[config.mk]
export PLATFORM = sky130hd
export DESIGN_NAME = regfile_wb_arbiter
export DESIGN_NICKNAME = d
export VERILOG_FILES = /design/src/rtl/otter_pkg.sv /design/src/rtl/regfile_scoreboard.sv /design/src/rtl/regfile_wb_arbiter.sv
export SDC_FILE = /design/constraint.sdc
export NUM_CORES = 1
export LEC_CHECK = 0
export CAP_MARGIN = 30
export CORE_ASPECT_RATIO = 1.2
export CORE_MARGIN = 2
export CORE_UTILIZATION = 42
export DETAILED_ROUTE_END_ITERATION = 16
export HOLD_SLACK_MARGIN = 0.1
export PLACE_DENSITY_LB_ADDON = 0.2
export SLEW_MARGIN = 20
export SYNTH_ARGS = -nofsm -noshare
export SYNTH_HDL_FRONTEND = slang
export SYNTH_SLANG_ARGS = --single-unit
[constraint.sdc]
create_clock -name clock -period 3.8 [get_ports clock]
set_input_delay 0.38 -clock clock [delete_from_list [all_inputs] [get_ports clock]]
set_output_delay 0.38 -clock clock [all_outputs]
set_load 0.01 [all_outputs]
[src/rtl/otter_pkg.sv]
// Shared OTTER definitions: register index width, write-back
// arbitration priority state and the registered write bundle.
package otter_pkg;

    localparam int REG_W  = 5;
    localparam int DATA_W = 32;
    localparam int NREGS  = 1 << REG_W;

    typedef enum logic {
        PRI_LD = 1'b0,
        PRI_EX = 1'b1
    } pri_t;

    typedef struct packed {
        logic              we;
        logic [REG_W-1:0]  addr;
        logic [DATA_W-1:0] data;
    } rf_wr_t;

endpackage

[src/rtl/regfile_scoreboard.sv]
// Pending-write scoreboard: one busy bit per register, x0 never busy.
// Set wins over clear when both hit the same bit at one edge.
module regfile_scoreboard
    import otter_pkg::*;
(
    input  logic              clock,
    input  logic              reset,
    input  logic              set_en,
    input  logic [REG_W-1:0]  set_idx,
    input  logic              clr_en,
    input  logic [REG_W-1:0]  clr_idx,
    input  logic [REG_W-1:0]  rs1,
    input  logic [REG_W-1:0]  rs2,
    input  logic              rd_valid,
    input  logic [REG_W-1:0]  rd,
    output logic [NREGS-1:0]  busy,
    output logic              hazard
);

    logic [NREGS-1:0] busy_q;
    logic [NREGS-1:0] busy_d;

    always_comb begin
        busy_d = busy_q;
        if (clr_en) begin
            busy_d[clr_idx] = 1'b0;
        end
        if (set_en) begin
            busy_d[set_idx] = 1'b1;
        end
        busy_d[0] = 1'b0;
    end

    always_ff @(posedge clock) begin
        if (reset) begin
            busy_q <= '0;
        end else begin
            busy_q <= busy_d;
        end
    end

    assign busy   = busy_q;
    assign hazard = busy_q[rs1] | busy_q[rs2] | (rd_valid & busy_q[rd]);

endmodule

[src/rtl/regfile_wb_arbiter.sv]
// Round-robin write-back arbiter between execute and load ports,
// with a registered register-file write and an issue scoreboard.
module regfile_wb_arbiter
    import otter_pkg::*;
#(
    parameter bit INIT_PRI_LD = 1'b1
) (
    input  logic              clock,
    input  logic              reset,
    input  logic              issue_valid,
    input  logic [REG_W-1:0]  issue_rd,
    input  logic [REG_W-1:0]  rs1,
    input  logic [REG_W-1:0]  rs2,
    output logic              stall,
    input  logic              ex_valid,
    input  logic [REG_W-1:0]  ex_rd,
    input  logic [DATA_W-1:0] ex_data,
    output logic              ex_ready,
    input  logic              ld_valid,
    input  logic [REG_W-1:0]  ld_rd,
    input  logic [DATA_W-1:0] ld_data,
    output logic              ld_ready,
    output logic              rf_we,
    output logic [REG_W-1:0]  rf_waddr,
    output logic [DATA_W-1:0] rf_wdata,
    output logic [NREGS-1:0]  busy
);

    localparam pri_t PRI_INIT = INIT_PRI_LD ? PRI_LD : PRI_EX;

    pri_t   pri_q;
    rf_wr_t wr_q;
    logic   ex_fire;
    logic   ld_fire;
    logic   issue_fire;
    logic   hazard;

    always_comb begin
        ex_ready = 1'b0;
        ld_ready = 1'b0;
        if (!reset) begin
            ex_ready = ex_valid & (!ld_valid | (pri_q == PRI_EX));
            ld_ready = ld_valid & (!ex_valid | (pri_q == PRI_LD));
        end
    end

    assign ex_fire    = ex_valid & ex_ready;
    assign ld_fire    = ld_valid & ld_ready;
    assign stall      = hazard;
    assign issue_fire = issue_valid & ~hazard & ~reset;

    always_ff @(posedge clock) begin
        if (reset) begin
            pri_q <= PRI_INIT;
            wr_q  <= '0;
        end else begin
            if (ex_fire) begin
                pri_q <= PRI_LD;
                wr_q  <= '{we: (ex_rd != '0), addr: ex_rd, data: ex_data};
            end else if (ld_fire) begin
                pri_q <= PRI_EX;
                wr_q  <= '{we: (ld_rd != '0), addr: ld_rd, data: ld_data};
            end else begin
                wr_q  <= '0;
            end
        end
    end

    assign rf_we    = wr_q.we;
    assign rf_waddr = wr_q.addr;
    assign rf_wdata = wr_q.data;

    regfile_scoreboard u_sb (
        .clock    (clock),
        .reset    (reset),
        .set_en   (issue_fire),
        .set_idx  (issue_rd),
        .clr_en   (wr_q.we),
        .clr_idx  (wr_q.addr),
        .rs1      (rs1),
        .rs2      (rs2),
        .rd_valid (issue_valid),
        .rd       (issue_rd),
        .busy     (busy),
        .hazard   (hazard)
    );

endmodule

# Word level (Yosys, flattened, before mapping)
# Cells that the tools add are included.
totals:
  ff_bits: 71
  latchBits: 0
  ramBits: 0
  romBits: 0
  in_bits: 94
  out_inout_bits: 73
  wordCells: 52
  memories: 0
op_classes:
  add_sub_neg: 0
  multipliers: 0
  n_div: 0
  order_cmp: 6
  eq_ne: 0
  shift: 0
  n_mux: 16
  bitwise_logic: 17
  reduce_logical: 7
ops:
  columns: ["op", "n"]
  rows:
  - ["2-to-1 mux 38 bit", 2]
  - ["2-to-1 mux 32 bit", 2]
  - ["AND 32 bit", 1]
  - ["inverter 32 bit", 1]
  - ["bitwise OR 32 bit", 1]
  - ["< comparator 5 x 6 -> 1 bit (second input constant)", 4]
  - ["binary-select mux 1 bit (select 5 bit)", 3]
  - ["demux 1 bit (select 5 bit)", 2]
  - [">= comparator 5 x 1 -> 1 bit (second input constant)", 2]
  - ["nonzero test 5 bit", 2]
  - ["AND 1 bit", 7]
  - ["2-to-1 mux 1 bit", 7]
  - ["bitwise OR 1 bit", 4]
  - ["inverter 1 bit", 3]
  - ["logical AND 1 bit", 2]
  - ["logical NOT 1 bit", 2]
  - ["OR reduction 2 bit", 1]

# Longest topological paths before layout
depth:
  word_depth: 9
  mapped_depth: 10

# Hierarchy
# From an unflattened synthesis, not the netlist that was laid out.
unflattened:
  cells_unflattened: 355
  area_unflattened_um2: 3483.3
by_module_without_submodules:
  columns: ["mod", "instances", "cells_per_inst", "area_each_um2"]
  rows:
  - ["regfile_scoreboard", 1, 247, 2148.3]
  - ["regfile_wb_arbiter", 1, 108, 1335.0]

# Worst setup path before layout
# No wires, ideal clock.
synth_timing:
  path_type: "input port to flip-flop"
  start: "input issue_rd[1]"
  end: "register u_sb.busy_q[11] (netlist: u_sb.busy[11])"
  setup_ps: 101
  arrival_ps: 2700
  t_required_ps: 3699
  path_slack_ps: 999
  cell_stages: 10
  path_cell_list: "buf_6 clkbuf_1 mux4_2 inv_1 a2111oi_0 or4_1 or3b_1 buf_2 buf_6 o41ai_1"
synth_between:
  elab_chain_cells: 8
  elab_cells_between_ends: 14
synth_rtl:
  columns: ["element", "line_no", "rtl"]
  rows:
  - ["start, declared", "regfile_wb_arbiter.sv:11", "input logic [REG_W-1:0] issue_rd,"]
  - ["binary-select mux 1 bit (select 5 bit)", "regfile_scoreboard.sv:43", "assign hazard = busy_q[rs1] | busy_q[rs2] | (rd_valid & busy_q[rd]);"]
  - ["2-to-1 mux 1 bit (not written as such)", "regfile_scoreboard.sv:43", null]
  - ["AND 1 bit", "regfile_scoreboard.sv:43", null]
  - ["bitwise OR 1 bit", "regfile_scoreboard.sv:43", null]
  - ["inverter 1 bit", "regfile_wb_arbiter.sv:50", "assign issue_fire = issue_valid & ~hazard & ~reset;"]
  - ["AND 1 bit (2 in series)", "regfile_wb_arbiter.sv:50", null]
  - ["2-to-1 mux 32 bit (*)", "regfile_scoreboard.sv:28", "if (set_en) begin"]
  - ["end signal, assigned", "regfile_scoreboard.sv:38", "busy_q <= busy_d;"]
  - ["end, declared", "regfile_scoreboard.sv:20", "logic [NREGS-1:0] busy_q;"]
# Mark *: on every way between the ends. The rest lies on a longest branch, timed or not. The select of a mux whose other input is x is not followed.
# A chain may end at the register's enable or synchronous reset.

# Final worst setup path
layout_timing:
  start: "input issue_rd[1]"
  end: "output stall"
layout_between:
  elab_chain_cells: 4
layout_rtl:
  columns: ["element", "line_no", "rtl"]
  rows:
  - ["binary-select mux 1 bit (select 5 bit)", "regfile_scoreboard.sv:43", null]
  - ["2-to-1 mux 1 bit (not written as such)", "regfile_scoreboard.sv:43", null]
  - ["AND 1 bit", "regfile_scoreboard.sv:43", null]
  - ["bitwise OR 1 bit", "regfile_scoreboard.sv:43", null]
  - ["end, declared", "regfile_wb_arbiter.sv:14", "output logic stall,"]
# Every way passes these cells. The select of a mux whose other input is x is not followed.

==> results.txt <==
FMAX = 294 MHz
Most frequent CP cell = clkdlybuf4s50_1
Main combinational cell family by area after synthesis = compound AO/OA/AOI/OAI gates
Vias = 3,636
Critical path data required time = 3420 ps
Chip Height = 105 µm
Post-route ant nets = 0
CP max-delay cell = clkdlybuf4s50_1
Pwr Density = 315 mW/mm²
GRT Total Usage = 26.7%
Post-synthesis simple-gate area fraction = 16.8%
Diode count = 0
WS Path Type = input pin to output pin
Final worst path period share = 89.4%
Area share of fa/ha/maj cells after synthesis = 0%
FFs w/ async S/R, synth = 0%
DRC errors left = 0
Post-CTS resize count = 0
# hold bufs at CTS = 0
TritonCTS clock tree = yes
Type of the worst min-delay path = flip-flop to flip-flop
DRT iter0 DRCs = 248
H-Tree Depth = 3
Count leader, synth = dfxtp_1
Cell Count, Final, Fillers Out = 621
Warning count from the yosys run = 0
Top_reg_cell synth = dfxtp_1
Cells along the critical path = clkdlybuf4s50_1 > buf_4 > mux2_2 > o22ai_1 > nor4b_1 > or4_1 > a21o_1 > clkdlybuf4s50_1
Mapped Avg Cell Area = 10.2 µm²
Die area = 0.00928 mm²
CP max FO = 13
Max incr delay on CP = 590 ps
Skew final = 3.64 ps
Via density per instance = 5.86
Ports = 167
Min cycle time layout = 3400 ps
Biggest area consumer among synthesized cells = dfxtp_1
First-pass GRT wire length = 18,900 µm
Multiplexer area fraction after synthesis = 14.5%
Clock slew at reported path FFs = 70 ps
Pin count of the biggest net entering global routing = 39
Clk_lat worst skew = 340 ps
Worst-Margin Slew = 608 ps
DR WL/cell = 19.5 µm
Final Routed Wirelength = 12,100 µm
CP Capture Type = output pin
Status = completed
Number of synthesized flops with an enable pin = 0
Initial antenna violation count = 0
CP startpoint kind = input pin
Worst relative slew slack = 58.4%
Die X-Extent = 88.3 µm
Seq/Total Area, Yosys = 39.1%
I/O Buffers = 165
Max-cap violation count = 0
Final instance area = 0.00550 mm²
RSZ-0062 raised after global routing = false
Post-synth cell types = 46
Row count = 36
VDD IR-drop max = 234 µV
Synth Cell Area = 0.00358 mm²
Placed cells = 606
Synth top area cells = dfxtp_1, mux4_2, a22o_1, o41ai_1, nand3b_1
Post-synthesis compound-gate area fraction = 24.5%
First drt pass iteration count = 7
Commonest cells post-synth = dfxtp_1, a22o_1, o41ai_1
Final nets = 597
Crit path DAT = 3020 ps
Final setup TNS = 0 ps
CORE AREA = 0.00820 mm²
Share of cells above drive strength 1 = 9.66%
Yosys reg bits = 70
GRT overflow = 0
LEAKAGE = 1.98 nW
Synth-to-Final Area Change = 53.5%
Dpl hpwl = 9250 µm
Initial Util = 43.7%
Post-synth top area share = 39.1%
Post-synthesis xor/xnor area fraction = 0%
Vias in the first global route = 3,692
Placed Area = 0.00529 mm²
Clock sink count = 70
Final setup viols = 0
Clk buf depth = 2
Post-CTS Setup Bufs = 0
Final Hold Fails = 0
Post-synth net total = 445
Root Driver = clkbuf_8
GP Congestion = 1.01
Slew Viols, Final = 0
Num CTS Buffers = 9
Post-Synthesis Cells = 351
## sequential cells by signal (all words and copies together), names as in the netlist
register,cells
rf_wdata,32
u_sb.busy,31
rf_waddr,5
pri_q,1
rf_we,1
## worst paths after layout
| check | start | end | slack, ps | cells after the start |
|---|---|---|---|---|
| min reg2reg | pri_q | pri_q | 550 | 1 |
| max | issue_rd[1] | stall | 400 | 8 |
| max reg2reg | u_sb.busy[18] | u_sb.busy[14] | 950 | 7 |
| min | pri_q | pri_q | 550 | 1 |
## layout by cell type, fill, tap and decap left out, drive strengths merged, types with 2 or more instances in the layout
cell           Yosys  layout
a2111oi            2       2
a21oi              3       3
a22o              38      38
a31oi              2       2
buf               10      10
clkbuf            24      12
clkdlybuf4s50      0     165
dfxtp             70      70
inv                4       4
mux2               4       4
mux2i              6       6
mux4              18      18
nand2             28      28
nand2b             5       5
nand3              5       5
nand3b            21      21
nor2               5       5
nor2b             21      21
nor3b              6       6
o21ai             18      18
o21bai             2       2
o22ai              3       3
o32ai              3       3
o41ai             31      31
or2                2       2
or3b               2       2
or4                3       3
## metrics by stage
step                total power, mW  utilization, %  hold WS [ps]  setup WS [ps]
finish                         1.73            67.0           545            402
detailed placement             1.14            64.5           524            303
CTS                            1.75            67.0           543            406
floorplan                     0.939               -           479            999
global placement               1.13            64.5           487            449
global route                   1.81            67.0           559            265
## logic make-up after synthesis
family	after synthesis
AO/OA/AOI/OAI	111
multiplexers	28
other	1
buffers and inverters	38
flip-flops	70
AND/OR/NAND/NOR	103
## metal layers
metal / vias to the layer above / wire length [µm] / global-route usage (%)
li1: 1679 / - / -
met1: 1728 / 4360 / 29.7
met2: 204 / 6310 / 47.5
met3: 25 / 1190 / 8.37
met4: 0 / 282 / 8.33
met5: - / 0 / 0
## power by group
part | switching, mW | total [mW] | internal [mW]
Combinational | 0.144 | 0.339 | 0.195
Clock | 0.260 | 0.612 | 0.352
Sequential | 0.0179 | 0.781 | 0.763
Total | 0.422 | 1.73 | 1.31
## critical path, delay by kind of cell
kind	cells	cell delay (ps)
compound gates	2	360
mux	1	350
buf+inv	3	1310
simple gates	2	610
## area by class of cell
type / count / area [µm²]
fillers: 691 / 2700
clock inverters: 3 / 42.5
flip-flops and latches: 70 / 1400
inverters: 4 / 15.0
repair buffers: 175 / 1730
clock buffers: 12 / 165
multi-input cells: 243 / 2000
well taps: 114 / 143
Power figures use the tool's default switching activity.
